--- src/rtl/multicycle_divider.sv ---
// Multicycle restoring divider: one quotient bit per clock on operand magnitudes,
// sign correction and exception handling applied in a final FINISH cycle.
module multicycle_divider #(
    parameter int WIDTH = 32
) (
    input  logic             clock,
    input  logic             reset,
    input  logic             ctrl_DIV,
    input  logic             ctrl_signed,
    input  logic [WIDTH-1:0] data_operandA,
    input  logic [WIDTH-1:0] data_operandB,
    output logic [WIDTH-1:0] data_result,
    output logic [WIDTH-1:0] data_remainder,
    output logic             data_resultRDY,
    output logic             data_exception,
    output logic             busy
);

    localparam int CNT_W = $clog2(WIDTH);

    typedef enum logic [1:0] {
        IDLE   = 2'd0,
        CALC   = 2'd1,
        FINISH = 2'd2
    } state_t;

    state_t           state_r;
    state_t           state_next_s;
    logic [CNT_W-1:0] count_r;
    logic [WIDTH-1:0] quot_r;
    logic [WIDTH-1:0] rem_r;
    logic [WIDTH-1:0] divisor_r;
    logic             neg_quot_r;
    logic             neg_rem_r;
    logic             exc_r;

    logic             start_s;
    logic             last_iter_s;
    logic             sign_a_s;
    logic             sign_b_s;
    logic             exc_s;
    logic [WIDTH:0]   trial_s;
    logic [WIDTH:0]   diff_s;
    logic             fits_s;

    // Two's-complement negate when requested; the most-negative value maps to
    // its own bit pattern, which is exactly its WIDTH-bit unsigned magnitude.
    function automatic logic [WIDTH-1:0] cond_negate(input logic [WIDTH-1:0] v,
                                                      input logic             neg);
        logic [WIDTH-1:0] r;
        if (neg) begin
            r = ~v + {{(WIDTH-1){1'b0}}, 1'b1};
        end else begin
            r = v;
        end
        return r;
    endfunction

    assign busy        = (state_r != IDLE);
    assign last_iter_s = (count_r == CNT_W'(WIDTH - 1));

    // Next-state decode and start qualification.
    always_comb begin
        state_next_s = state_r;
        start_s      = 1'b0;
        case (state_r)
            IDLE: begin
                if (ctrl_DIV) begin
                    start_s      = 1'b1;
                    state_next_s = CALC;
                end else begin
                    state_next_s = IDLE;
                end
            end
            CALC: begin
                if (last_iter_s) begin
                    state_next_s = FINISH;
                end else begin
                    state_next_s = CALC;
                end
            end
            FINISH:  state_next_s = IDLE;
            default: state_next_s = IDLE;
        endcase
    end

    // Operand classification and one restoring-division step.
    always_comb begin
        sign_a_s = ctrl_signed & data_operandA[WIDTH-1];
        sign_b_s = ctrl_signed & data_operandB[WIDTH-1];
        exc_s    = (data_operandB == {WIDTH{1'b0}}) |
                   (ctrl_signed &
                    (data_operandA == {1'b1, {(WIDTH-1){1'b0}}}) &
                    (data_operandB == {WIDTH{1'b1}}));
        trial_s  = {rem_r, quot_r[WIDTH-1]};
        diff_s   = trial_s - {1'b0, divisor_r};
        // No borrow out of the subtraction means the divisor fits.
        fits_s   = ~diff_s[WIDTH];
    end

    // State register.
    always_ff @(posedge clock) begin
        if (reset) begin
            state_r <= IDLE;
        end else begin
            state_r <= state_next_s;
        end
    end

    // Datapath and registered outputs.
    always_ff @(posedge clock) begin
        if (reset) begin
            count_r        <= {CNT_W{1'b0}};
            quot_r         <= {WIDTH{1'b0}};
            rem_r          <= {WIDTH{1'b0}};
            divisor_r      <= {WIDTH{1'b0}};
            neg_quot_r     <= 1'b0;
            neg_rem_r      <= 1'b0;
            exc_r          <= 1'b0;
            data_result    <= {WIDTH{1'b0}};
            data_remainder <= {WIDTH{1'b0}};
            data_resultRDY <= 1'b0;
            data_exception <= 1'b0;
        end else begin
            data_resultRDY <= 1'b0;
            case (state_r)
                IDLE: begin
                    if (start_s) begin
                        quot_r     <= cond_negate(data_operandA, sign_a_s);
                        divisor_r  <= cond_negate(data_operandB, sign_b_s);
                        rem_r      <= {WIDTH{1'b0}};
                        count_r    <= {CNT_W{1'b0}};
                        neg_quot_r <= sign_a_s ^ sign_b_s;
                        neg_rem_r  <= sign_a_s;
                        exc_r      <= exc_s;
                    end
                end
                CALC: begin
                    rem_r   <= fits_s ? diff_s[WIDTH-1:0] : trial_s[WIDTH-1:0];
                    quot_r  <= {quot_r[WIDTH-2:0], fits_s};
                    count_r <= count_r + {{(CNT_W-1){1'b0}}, 1'b1};
                end
                FINISH: begin
                    data_resultRDY <= 1'b1;
                    if (exc_r) begin
                        data_result    <= {WIDTH{1'b0}};
                        data_remainder <= {WIDTH{1'b0}};
                        data_exception <= 1'b1;
                    end else begin
                        data_result    <= cond_negate(quot_r, neg_quot_r);
                        data_remainder <= cond_negate(rem_r, neg_rem_r);
                        data_exception <= 1'b0;
                    end
                end
                default: begin
                    data_resultRDY <= 1'b0;
                end
            endcase
        end
    end

endmodule

--- config.mk ---
export PLATFORM = sky130hd
export DESIGN_NAME = multicycle_divider
export DESIGN_NICKNAME = d
export VERILOG_FILES = /design/src/rtl/multicycle_divider.sv
export SDC_FILE = /design/constraint.sdc
export NUM_CORES = 1
export LEC_CHECK = 0
export BUFFER_PORTS_ARGS = -buffer_cell sky130_fd_sc_hd__buf_4
export CORE_MARGIN = 3
export CORE_UTILIZATION = 30
export CTS_CLUSTER_DIAMETER = 120
export DETAILED_ROUTE_END_ITERATION = 8
export PLACE_DENSITY = 0.54
export SLEW_MARGIN = 20
export SYNTH_ARGS = -nofsm -noshare
export SYNTH_HDL_FRONTEND = slang
export SYNTH_SLANG_ARGS = --single-unit
--- constraint.sdc ---
create_clock -name clock -period 4.4 [get_ports clock]
set_clock_uncertainty 0.1 [all_clocks]
set_input_delay 0.44 -clock clock [delete_from_list [all_inputs] [get_ports clock]]
set_output_delay 0.44 -clock clock [all_outputs]
set_load 0.01 [all_outputs]
==> results of run 1 <==
worst max path at each step:
stage	start	end	slack, ns
final	quot_r[31]	rem_r[29]	0.73
after global routing	quot_r[31]	rem_r[30]	0.46
after CTS	quot_r[31]	rem_r[13]	0.75
after detailed placement	quot_r[31]	rem_r[13]	0.78
after global placement	quot_r[31]	rem_r[29]	0.86
after floorplan	quot_r[31]	rem_r[13]	1.01
cell usage in the layout (no fill, tap or decap), types with 17 or more instances in the layout:
master	netlist	final
mux2i_1	28	28
o31ai_1	28	28
inv_1	54	54
nand3_1	20	20
xnor2_1	89	89
buf_4	0	145
dfxtp_1	172	172
nand2_1	153	153
a22oi_1	82	82
xor2_1	53	53
or3_1	18	18
ha_1	39	39
nor3_1	21	20
a211oi_1	26	26
o21ai_0	93	93
clkbuf_16	0	17
a21oi_1	98	98
nor2_1	141	139
state kept, by name, indices dropped and copies added (netlist names):
name            flops
neg_quot_r          1
quot_r             32
divisor_r          32
neg_rem_r           1
data_remainder     32
state_r             2
count_r             5
data_resultRDY      1
data_result        32
exc_r               1
data_exception      1
rem_r              32
stage by stage:
| step | power, uW | area, um2 | hold WS, ns |
|---|---|---|---|
| finish | 7800 | 12600 | 0.202 |
| global route | 8410 | 12600 | 0.192 |
| CTS | 7840 | 12600 | 0.180 |
| detailed placement | 6370 | 12100 | 0.346 |
| global placement | 6340 | 12100 | 0.341 |
| floorplan | 5420 | 10700 | 0.332 |
area by class of cell:
type                    count  area (um2)
clock buffers              22         474
clock inverters            10        81.3
multi-input cells        1059        6760
flip-flops and latches    172        3440
repair buffers            146        1110
fillers                  3703       22200
inverters                  54         203
well taps                 455         569
synthesized netlist by cell type (3+ instances only):
master	instances	area (um2)
or3_1	18	113
dfxtp_1	172	3440
or4_4	3	33.8
a311oi_1	5	43.8
a211o_1	6	52.6
o21bai_1	6	45.0
o41ai_1	11	96.3
a31oi_1	7	43.8
a2bb2oi_1	3	26.3
clkbuf_1	69	259
nor3_1	21	105
a21o_1	12	90.1
o21a_1	3	22.5
or4_1	15	113
a22oi_1	82	616
nor3b_1	3	22.5
xnor2_1	89	780
o211ai_1	3	22.5
mux2i_1	28	280
buf_2	5	25.0
buf_1	9	33.8
and2_1	5	31.3
xor2_1	53	464
o31ai_1	28	210
a211oi_1	26	195
a21oi_1	98	490
inv_1	54	203
ha_1	39	488
a221oi_1	4	35.0
nor4_1	10	62.6
nor2_1	141	529
nor2b_1	7	43.8
nand2b_1	13	81.3
nand2_1	153	574
and3_1	6	37.5
o21ai_0	93	465
nand3_1	20	100
nand4_1	16	100
cells by family (layout without fill, tap and decap cells):
kind of cell               Yosys count  in the layout
DFF                                172            172
AOI/OAI and AO/OA                  405            405
adders and majority gates           40             40
xor gates and xnor gates           142            142
and+or+nand+nor                    443            443
muxes                               29             29
buffers and inverters              138            232
critical path, stage by stage (launching register included):
cell and delay [ns]:
dfxtp_1 0.36, inv_1 0.08, ha_1 0.23, fa_1 0.40, nand2b_1 0.18, a21oi_1 0.25, o31ai_1 0.19, a2111o_1 0.42
a2111o_1 0.42, o211ai_1 0.12, buf_4 0.40, nand3_1 0.14, mux2i_1 0.18, a211o_1 0.11
report_power, final:
group          switching (uW)  internal [uW]  total [uW]
clock network             664            778        1440
logic                    2480           1890        4370
registers                 269           1720        1980
total                    3410           4380        7800
layer usage:
| metal | part of all wire (%) | global-route usage, % | up-vias |
|---|---|---|---|
| li1 | - | - | 5054 |
| met1 | 53 | 24.5 | 4498 |
| met2 | 42 | 23.7 | 177 |
| met3 | 3.2 | 2.37 | 29 |
| met4 | 1.7 | 4.62 | 0 |
| met5 | 0 | 0 | - |
==> impl_metrics.env, run 1 <==
export IMPL_status="complete, no violations"
export IMPL_insertion_delay_ns=0.44
export IMPL_antenna_found_initial=0
export IMPL_grt_overflow_total=0
export IMPL_r2r_end="rem_r[29]"
export IMPL_antenna_left=0
export IMPL_cts_hold_buf=0
export IMPL_drt_iter0_markers=710
export IMPL_grt_pass1_vias=9191
export IMPL_synthToLayoutAreaGrowth_pct=18.0
export IMPL_finalNonFillerCells=1918
export IMPL_synthSimpleGateAreaFrac_pct=19.1
export IMPL_grt_start_max_net_pins=80
export IMPL_final_hold_violation_count=0
export IMPL_clock_fmax_mhz=273
export IMPL_start_kind="flip-flop"
export IMPL_die_h_um=195
export IMPL_setup_viol=0
export IMPL_async_flop_share_pct=0
export IMPL_fin_util_pct=36.2
export IMPL_nNetsFinal=1558
export IMPL_dieArea_mm2=0.0380
export IMPL_hold_start="data_operandA[27]"
export IMPL_routabilityCongestion=0.856
export IMPL_portBuffers=134
export IMPL_yosys_cell_types_count=63
export IMPL_n_antenna_cell=0
export IMPL_reg2reg_depth=13
export IMPL_layout_drive_gt1_share_pct=13.7
export IMPL_power_density_mw_per_mm2=617
export IMPL_peakVddDrop_uv=548
export IMPL_io_pins=135
export IMPL_synth_xor_area_share_pct=11.6
export IMPL_fin_ws_ns=0.732
export IMPL_dp_cells=1886
export IMPL_ys_warn_count=0
export IMPL_wl_per_cell_um=16.4
export IMPL_worstReg2RegStart="quot_r[31]"
export IMPL_ys_seq_area_share_pct=32.2
export IMPL_fp_dieW_um=195
export IMPL_fp_coreArea_mm2=0.0349
export IMPL_synth_cells=1369
export IMPL_slew_violations=0
export IMPL_synth_compound_area_share_pct=24.7
export IMPL_ff2ff_setup_slack_ns=0.73
export IMPL_grt_total_usage_pct=16.2
export IMPL_synth_area_mm2=0.0107
export IMPL_crit_type="reg2reg"
export IMPL_vias=9758
export IMPL_dr_pass1_iters=5
export IMPL_hold_path_class="in2reg"
export IMPL_hpwl_um=24100
export IMPL_worst_pin_slew_ns=1.01
export IMPL_syn_nets=1477
export IMPL_finalWirelength_um=31500
export IMPL_crit_arrival_ns=3.95
export IMPL_min_path_cells=4
export IMPL_required_ns=4.68
export IMPL_synth_main_ff_cell="dfxtp_1"
export IMPL_max_slew_margin_pct=32.3
export IMPL_avgSynthCellArea_um2=7.82
export IMPL_hold_end="quot_r[27]"
export IMPL_pre_cts_slack_ns=0.779
export IMPL_rsz0062_at_grt="false"
export IMPL_worstSetupEndpointType="flip-flop"
export IMPL_synth_area_mux_share_pct=2.72
export IMPL_clk_pin_slew_ns=0.07
export IMPL_critPathMaxFanout=28
export IMPL_drc=0
export IMPL_cts_path_max_buffers=2
export IMPL_cts_root_buf="clkbuf_16"
export IMPL_setup_total_negative_slack_ns=0
export IMPL_synth_top_family_by_area="compound AO/OA/AOI/OAI gates"
export IMPL_synth_edff_count=0
export IMPL_cts_htree_levels=4
export IMPL_cts_sinks=172
export IMPL_period_share_pct=83.4
export IMPL_cts_setup_buffers=0
export IMPL_synthAdderAreaFrac_pct=4.74
export IMPL_leakage_uw=0.00494
export IMPL_cts_buffers=17
export IMPL_period_minus_slack_ns=3.67
export IMPL_via_per_inst=5.09
export IMPL_ctsResizeCount=0
export IMPL_synth_ff_latch_count=172
export IMPL_initial_core_util_pct=30.7
export IMPL_rows=68
export IMPL_cts_tree="built"
export IMPL_drv_cap=0
export IMPL_grt_pass1_wl_um=50600
Note: power is estimated with default switching activity, not from simulation.
==> inputs of run 2 (changes only) <==
- PLACE_DENSITY: 0.54 -> 0.55
- clock period: 4.4 -> 3.15 ns (I/O delays scaled with it)
==> run 2 against run 1 <==
Against the previous run: the run now ends with setup timing left; critical endpoint is now rem_r[21]; final area rose by 7.9%; count of clock-buffer cells in the layout fell by 4; cell count rose by 4.5%; register-to-register slack got worse by 0.79 ns; highest routed layer unchanged; non-clock buffer count rose by 87; critical path depth did not move; largest cell class unchanged; core utilization rose by 2.9 points; flip-flop and latch count did not move; sequential power rose by 35%; via count rose by 4.7%.
==> impl_metrics.env, run 2 (synthesis results as in run 1) <==
export IMPL_period_share_pct=102
export IMPL_io_pins=135
export IMPL_antenna_left=0
export IMPL_max_slew_margin_pct=39.1
export IMPL_leakage_uw=0.00544
export IMPL_hpwl_um=25000
export IMPL_n_antenna_cell=0
export IMPL_r2r_end="rem_r[21]"
export IMPL_crit_arrival_ns=3.41
export IMPL_layout_drive_gt1_share_pct=20.8
export IMPL_insertion_delay_ns=0.44
export IMPL_cts_htree_levels=4
export IMPL_crit_type="reg2reg"
export IMPL_grt_start_max_net_pins=55
export IMPL_cts_buffers=17
export IMPL_cts_path_max_buffers=2
export IMPL_antenna_found_initial=0
export IMPL_rows=68
export IMPL_cp_slowest_cell="a2111o_1"
export IMPL_critPathMaxStageDelay_ns=0.44
export IMPL_hold_end="quot_r[11]"
export IMPL_ff2ff_setup_slack_ns=-0.06
export IMPL_cts_sinks=172
export IMPL_portBuffers=134
export IMPL_final_cell_mix="221 x buf_4, 171 x dfxtp_1, 153 x nand2_1, 138 x nor2_1, 92 x a21oi_1"
export IMPL_initial_core_util_pct=30.7
export IMPL_period_minus_slack_ns=3.21
export IMPL_clock_fmax_mhz=311
export IMPL_reg2reg_depth=13
export IMPL_finalPower_uw=13600
export IMPL_worstReg2RegStart="quot_r[31]"
export IMPL_cts_hold_buf=0
export IMPL_cp_cell_sequence="inv_2, ha_4, fa_2, nand2b_4, a21oi_4, o31ai_4, a2111o_1, a2111o_1, o211ai_1, buf_4, buf_8, mux2i_1, o21ai_0"
export IMPL_grt_pass1_wl_um=52700
export IMPL_via_per_inst=5.09
export IMPL_rsz0062_at_grt="true"
export IMPL_fin_ws_ns=-0.0618
export IMPL_drt_iter0_markers=684
export IMPL_start_kind="flip-flop"
export IMPL_cts_tree="built"
export IMPL_fp_dieW_um=195
export IMPL_fp_coreArea_mm2=0.0349
export IMPL_final_hold_violation_count=0
export IMPL_cts_root_buf="clkbuf_16"
export IMPL_vias=10200
export IMPL_finalWirelength_um=33500
export IMPL_die_h_um=195
export IMPL_peakVddDrop_uv=655
export IMPL_drc=0
export IMPL_dr_pass1_iters=5
export IMPL_worstSetupEndpointType="flip-flop"
export IMPL_pre_cts_slack_ns=-0.150
export IMPL_cp_top_family="compound AO/OA/AOI/OAI gates"
export IMPL_routabilityCongestion=0.878
export IMPL_dieArea_mm2=0.0380
export IMPL_hold_start="data_operandA[11]"
export IMPL_min_path_cells=4
export IMPL_worst_pin_slew_ns=0.912
export IMPL_setup_viol=21
export IMPL_status="complete, but fails checks"
export IMPL_wl_per_cell_um=16.7
export IMPL_grt_total_usage_pct=17.0
export IMPL_synthToLayoutAreaGrowth_pct=27.3
export IMPL_hold_path_class="in2reg"
export IMPL_drv_cap=0
export IMPL_power_density_mw_per_mm2=1000
export IMPL_required_ns=3.34
export IMPL_crit_buf_inv=3
export IMPL_grt_overflow_total=0
export IMPL_grt_pass1_vias=9357
export IMPL_nFillCells=3588
export IMPL_nNetsFinal=1645
export IMPL_fin_util_pct=39.1
export IMPL_clk_pin_slew_ns=0.07
export IMPL_violations="setup timing"
export IMPL_final_common_cell="buf_4"
export IMPL_path_common_cell="a2111o_1"
export IMPL_setup_total_negative_slack_ns=-0.627
export IMPL_critPathMaxFanout=5
export IMPL_slew_violations=0
## run 2: cell types whose count changed in the layout (fill, tap and decap cells not counted), sizes merged
cell,before,now
clkinvlp,1,2
clkbuf,22,19
clkinv,5,4
buf,146,232
inv,58,60
bufinv,0,2
## run 2: what timing repair did
action | in CTS | in global routing
gates resized for setup | 18 | 63
setup endpoints to repair | 32 | 47
setup buffers | 3 | 12
gates cloned | 3 | 2
pin swaps | 6 | 10
## run 2: through the flow
| stage | instances | hold slack, ns | area, um2 |
|---|---|---|---|
| floorplan | 1369 | 0.332 | 10700 |
| global placement | 1954 | 0.342 | 12600 |
| detailed placement | 1954 | 0.345 | 12600 |
| CTS | 1992 | 0.0700 | 13300 |
| global route | 2005 | 0.0865 | 13600 |
| finish | 2005 | 0.0832 | 13600 |
## run 2: final cells by class
class | instances | area, um2 | share of cell area (%)
clock buffers | 18 | 439 | 3.22
clock inverters | 14 | 159 | 1.17
inverters | 54 | 203 | 1.49
multi-input cells | 1059 | 6960 | 51.1
flip-flops and latches | 172 | 3440 | 25.3
well taps | 455 | 569 | 4.18
repair buffers | 233 | 1860 | 13.6
## run 2: how the worst max path moves through the flow
stage	to	cells past startpoint	startpoint	slack (ns)
finish	rem_r[21]	13	quot_r[31]	-0.06
global route	rem_r[22]	13	quot_r[31]	-0.17
CTS	data_remainder[29]	9	rem_r[3]	0.003
detailed placement	rem_r[24]	12	quot_r[31]	-0.15
global placement	rem_r[30]	13	quot_r[31]	-0.06
floorplan	rem_r[22]	13	quot_r[31]	0.001
## run 2: metal layers
layer | up-vias | global-route usage, % | routed length (um)
li1 | 5239 | - | -
met1 | 4796 | 25.6 | 17300
met2 | 156 | 25.2 | 14400
met3 | 23 | 2.67 | 1120
met4 | 0 | 4.67 | 579
met5 | - | 0 | 0
## run 2: power by group
part | internal, uW | total, uW | switching, uW
registers | 2400 | 2670 | 272
clock network | 1210 | 2180 | 968
logic | 4360 | 8790 | 4430
total | 7970 | 13600 | 5670
## run 2: worst reg2reg max path: stages, from the launching register on
cell and delay (ns):
dfxtp_2 0.34, inv_2 0.05, ha_4 0.16, fa_2 0.33
nand2b_4 0.16, a21oi_4 0.18, o31ai_4 0.08, a2111o_1 0.44
a2111o_1 0.41, o211ai_1 0.17, buf_4 0.24, buf_8 0.15
mux2i_1 0.18, o21ai_0 0.09
==> inputs of run 3 (changes only) <==
--- a/config.mk
+++ b/config.mk
@@ -11,5 +11,5 @@
 export CTS_CLUSTER_DIAMETER = 120
 export DETAILED_ROUTE_END_ITERATION = 8
-export PLACE_DENSITY = 0.55
+export PLACE_DENSITY = 0.56
 export SLEW_MARGIN = 20
 export SYNTH_ARGS = -nofsm -noshare
==> constraint.sdc (replaced) <==
create_clock -name clock -period 3.15 [get_ports clock]
set_clock_uncertainty 0.1 [all_clocks]
set_input_delay 0.7875 -clock clock [delete_from_list [all_inputs] [get_ports clock]]
set_output_delay 0.7875 -clock clock [all_outputs]
set_load 0.01 [all_outputs]
==> run 3 against run 2 <==
Against the previous run: the run still ends with setup timing left; critical path type unchanged; largest power group unchanged; sequential power about the same; critical path depth is the same; power decreased by 4.4%; count of clock-buffer cells in the layout unchanged; critical endpoint is now rem_r[9].
==> impl_metrics.env, run 3 (synthesis results as in run 1) <==
export IMPL_nNetsFinal=1674
export IMPL_period_share_pct=101
export IMPL_post_dp_cell_area_mm2=0.0129
export IMPL_violations="setup timing"
export IMPL_fp_dieW_um=195
export IMPL_grt_pass1_wl_um=53400
export IMPL_final_hold_violation_count=0
export IMPL_crit_arrival_ns=3.38
export IMPL_fin_util_pct=39.6
export IMPL_worstSetupEndpointType="flip-flop"
export IMPL_die_h_um=195
export IMPL_dieArea_mm2=0.0380
export IMPL_cts_sinks=172
export IMPL_hold_path_class="reg2reg"
export IMPL_crit_end="rem_r[9]"
export IMPL_finalWirelength_um=33300
export IMPL_final_common_cell="buf_4"
export IMPL_routabilityCongestion=0.870
export IMPL_power_density_mw_per_mm2=944
export IMPL_pre_cts_slack_ns=-0.191
export IMPL_slew_violations=0
export IMPL_antenna_left=0
export IMPL_cts_root_buf="clkbuf_16"
export IMPL_fin_ws_ns=-0.0293
export IMPL_critPathMaxStageDelay_ns=0.46
export IMPL_cts_tree="built"
export IMPL_cp_depth=13
export IMPL_grt_total_usage_pct=17.2
export IMPL_synthToLayoutAreaGrowth_pct=28.9
export IMPL_drt_iter0_markers=610
export IMPL_required_ns=3.35
export IMPL_leakage_uw=0.00556
export IMPL_worst_pin_slew_ns=1.04
export IMPL_finalNonFillerCells=2034
export IMPL_rows=68
export IMPL_final_cell_mix="255 x buf_4, 171 x dfxtp_1, 151 x nand2_1, 137 x nor2_1, 93 x a21oi_1"
export IMPL_fp_coreArea_mm2=0.0349
export IMPL_rsz0062_at_grt="true"
export IMPL_crit_buf_inv=3
export IMPL_vias=10300
export IMPL_setup_viol=14
export IMPL_insertion_delay_ns=0.44
export IMPL_clock_fmax_mhz=315
export IMPL_ff2ff_setup_slack_ns=-0.03
export IMPL_cp_slowest_cell="a2111o_1"
export IMPL_cts_htree_levels=4
export IMPL_antenna_found_initial=0
export IMPL_portBuffers=134
export IMPL_reg2reg_depth=13
export IMPL_dr_pass1_iters=5
export IMPL_initial_core_util_pct=30.7
export IMPL_cp_top_family="compound AO/OA/AOI/OAI gates"
export IMPL_max_slew_margin_pct=30.5
export IMPL_grt_start_max_net_pins=58
export IMPL_drc=0
export IMPL_layout_drive_gt1_share_pct=22.1
export IMPL_hpwl_um=25300
export IMPL_grt_overflow_total=0
export IMPL_peakVddDrop_uv=721
export IMPL_setup_total_negative_slack_ns=-0.278
export IMPL_crit_type="reg2reg"
export IMPL_r2r_end="rem_r[9]"
export IMPL_cts_buffers=17
export IMPL_n_antenna_cell=0
export IMPL_cts_path_max_buffers=2
export IMPL_cp_cell_sequence="inv_2, ha_4, fa_2, nand2b_4, a21oi_4, o31ai_4, a2111o_1, a2111o_1, o211ai_1, buf_6, buf_12, mux2i_1, o21ai_1"
export IMPL_wl_per_cell_um=16.4
export IMPL_drv_cap=0
export IMPL_io_pins=135
export IMPL_grt_pass1_vias=9825
export IMPL_path_common_cell="a2111o_1"
export IMPL_min_path_cells=2
export IMPL_worstReg2RegStart="quot_r[31]"
export IMPL_start_kind="flip-flop"
export IMPL_design_area_mm2=0.0138
export IMPL_via_per_inst=5.08
export IMPL_period_minus_slack_ns=3.18
export IMPL_status="complete, but fails checks"
export IMPL_clk_pin_slew_ns=0.07
export IMPL_critPathMaxFanout=8
export IMPL_worstSetupStartpoint="quot_r[31]"
export IMPL_dp_cells=1992
-- run 3: layout make-up --
| cell class | instances | area [um2] |
|---|---|---|
| clock buffer | 18 | 439 |
| clock inverter | 14 | 159 |
| fill | 3633 | 21100 |
| inverter | 54 | 203 |
| multi-input combinational | 1059 | 6930 |
| sequential | 172 | 3440 |
| tap | 455 | 569 |
| timing repair buffer | 262 | 2060 |
-- run 3: how the worst min path moves through the flow --
stage / startpoint / endpoint / slack [ns]
after global placement: data_result[29] / data_result[29] / 0.34
final: data_result[31] / data_result[31] / 0.36
after detailed placement: data_result[24] / data_result[24] / 0.34
after global routing: divisor_r[31] / divisor_r[31] / 0.38
after CTS: divisor_r[20] / divisor_r[20] / 0.36
after floorplan: divisor_r[15] / divisor_r[15] / 0.33
-- run 3: stage by stage --
step	hold WS (ns)	power, uW
2_1_floorplan	0.332	7690
3_3_place_gp	0.340	9690
3_5_place_dp	0.345	9790
4_1_cts	0.359	12700
5_1_grt	0.384	13900
6_report	0.355	13000
-- run 3: metal layers --
layer	wire (um)	track usage, %	vias to the layer above
li1	-	-	5289
met1	17100	25.6	4795
met2	14200	25.6	214
met3	1290	2.46	32
met4	709	5.10	0
met5	0	0	-
-- run 3: worst register-to-register path: stages, from the launching register on --
cell and delay [ns]:
dfxtp_2 0.33, inv_2 0.05, ha_4 0.16, fa_2 0.39, nand2b_4 0.16, a21oi_4 0.16, o31ai_4 0.07, a2111o_1 0.46
a2111o_1 0.42, o211ai_1 0.11, buf_6 0.21, buf_12 0.15, mux2i_1 0.19, o21ai_1 0.07
-- run 3: report_power, final --
group	leakage, uW	internal [uW]	total, uW	switching [uW]
Sequential	0.00140	2400	2640	243
Clock	0.000288	1210	2180	968
Combinational	0.00387	3960	8220	4250
-- run 3: what timing repair did --
action | CTS | global route
pin swaps | 2 | 16
setup endpoints to repair | 32 | 46
hold buffers | 0 | 0
resized for setup | 7 | 54
buffers inserted | 4 | 4
gates cloned | 2 | 2
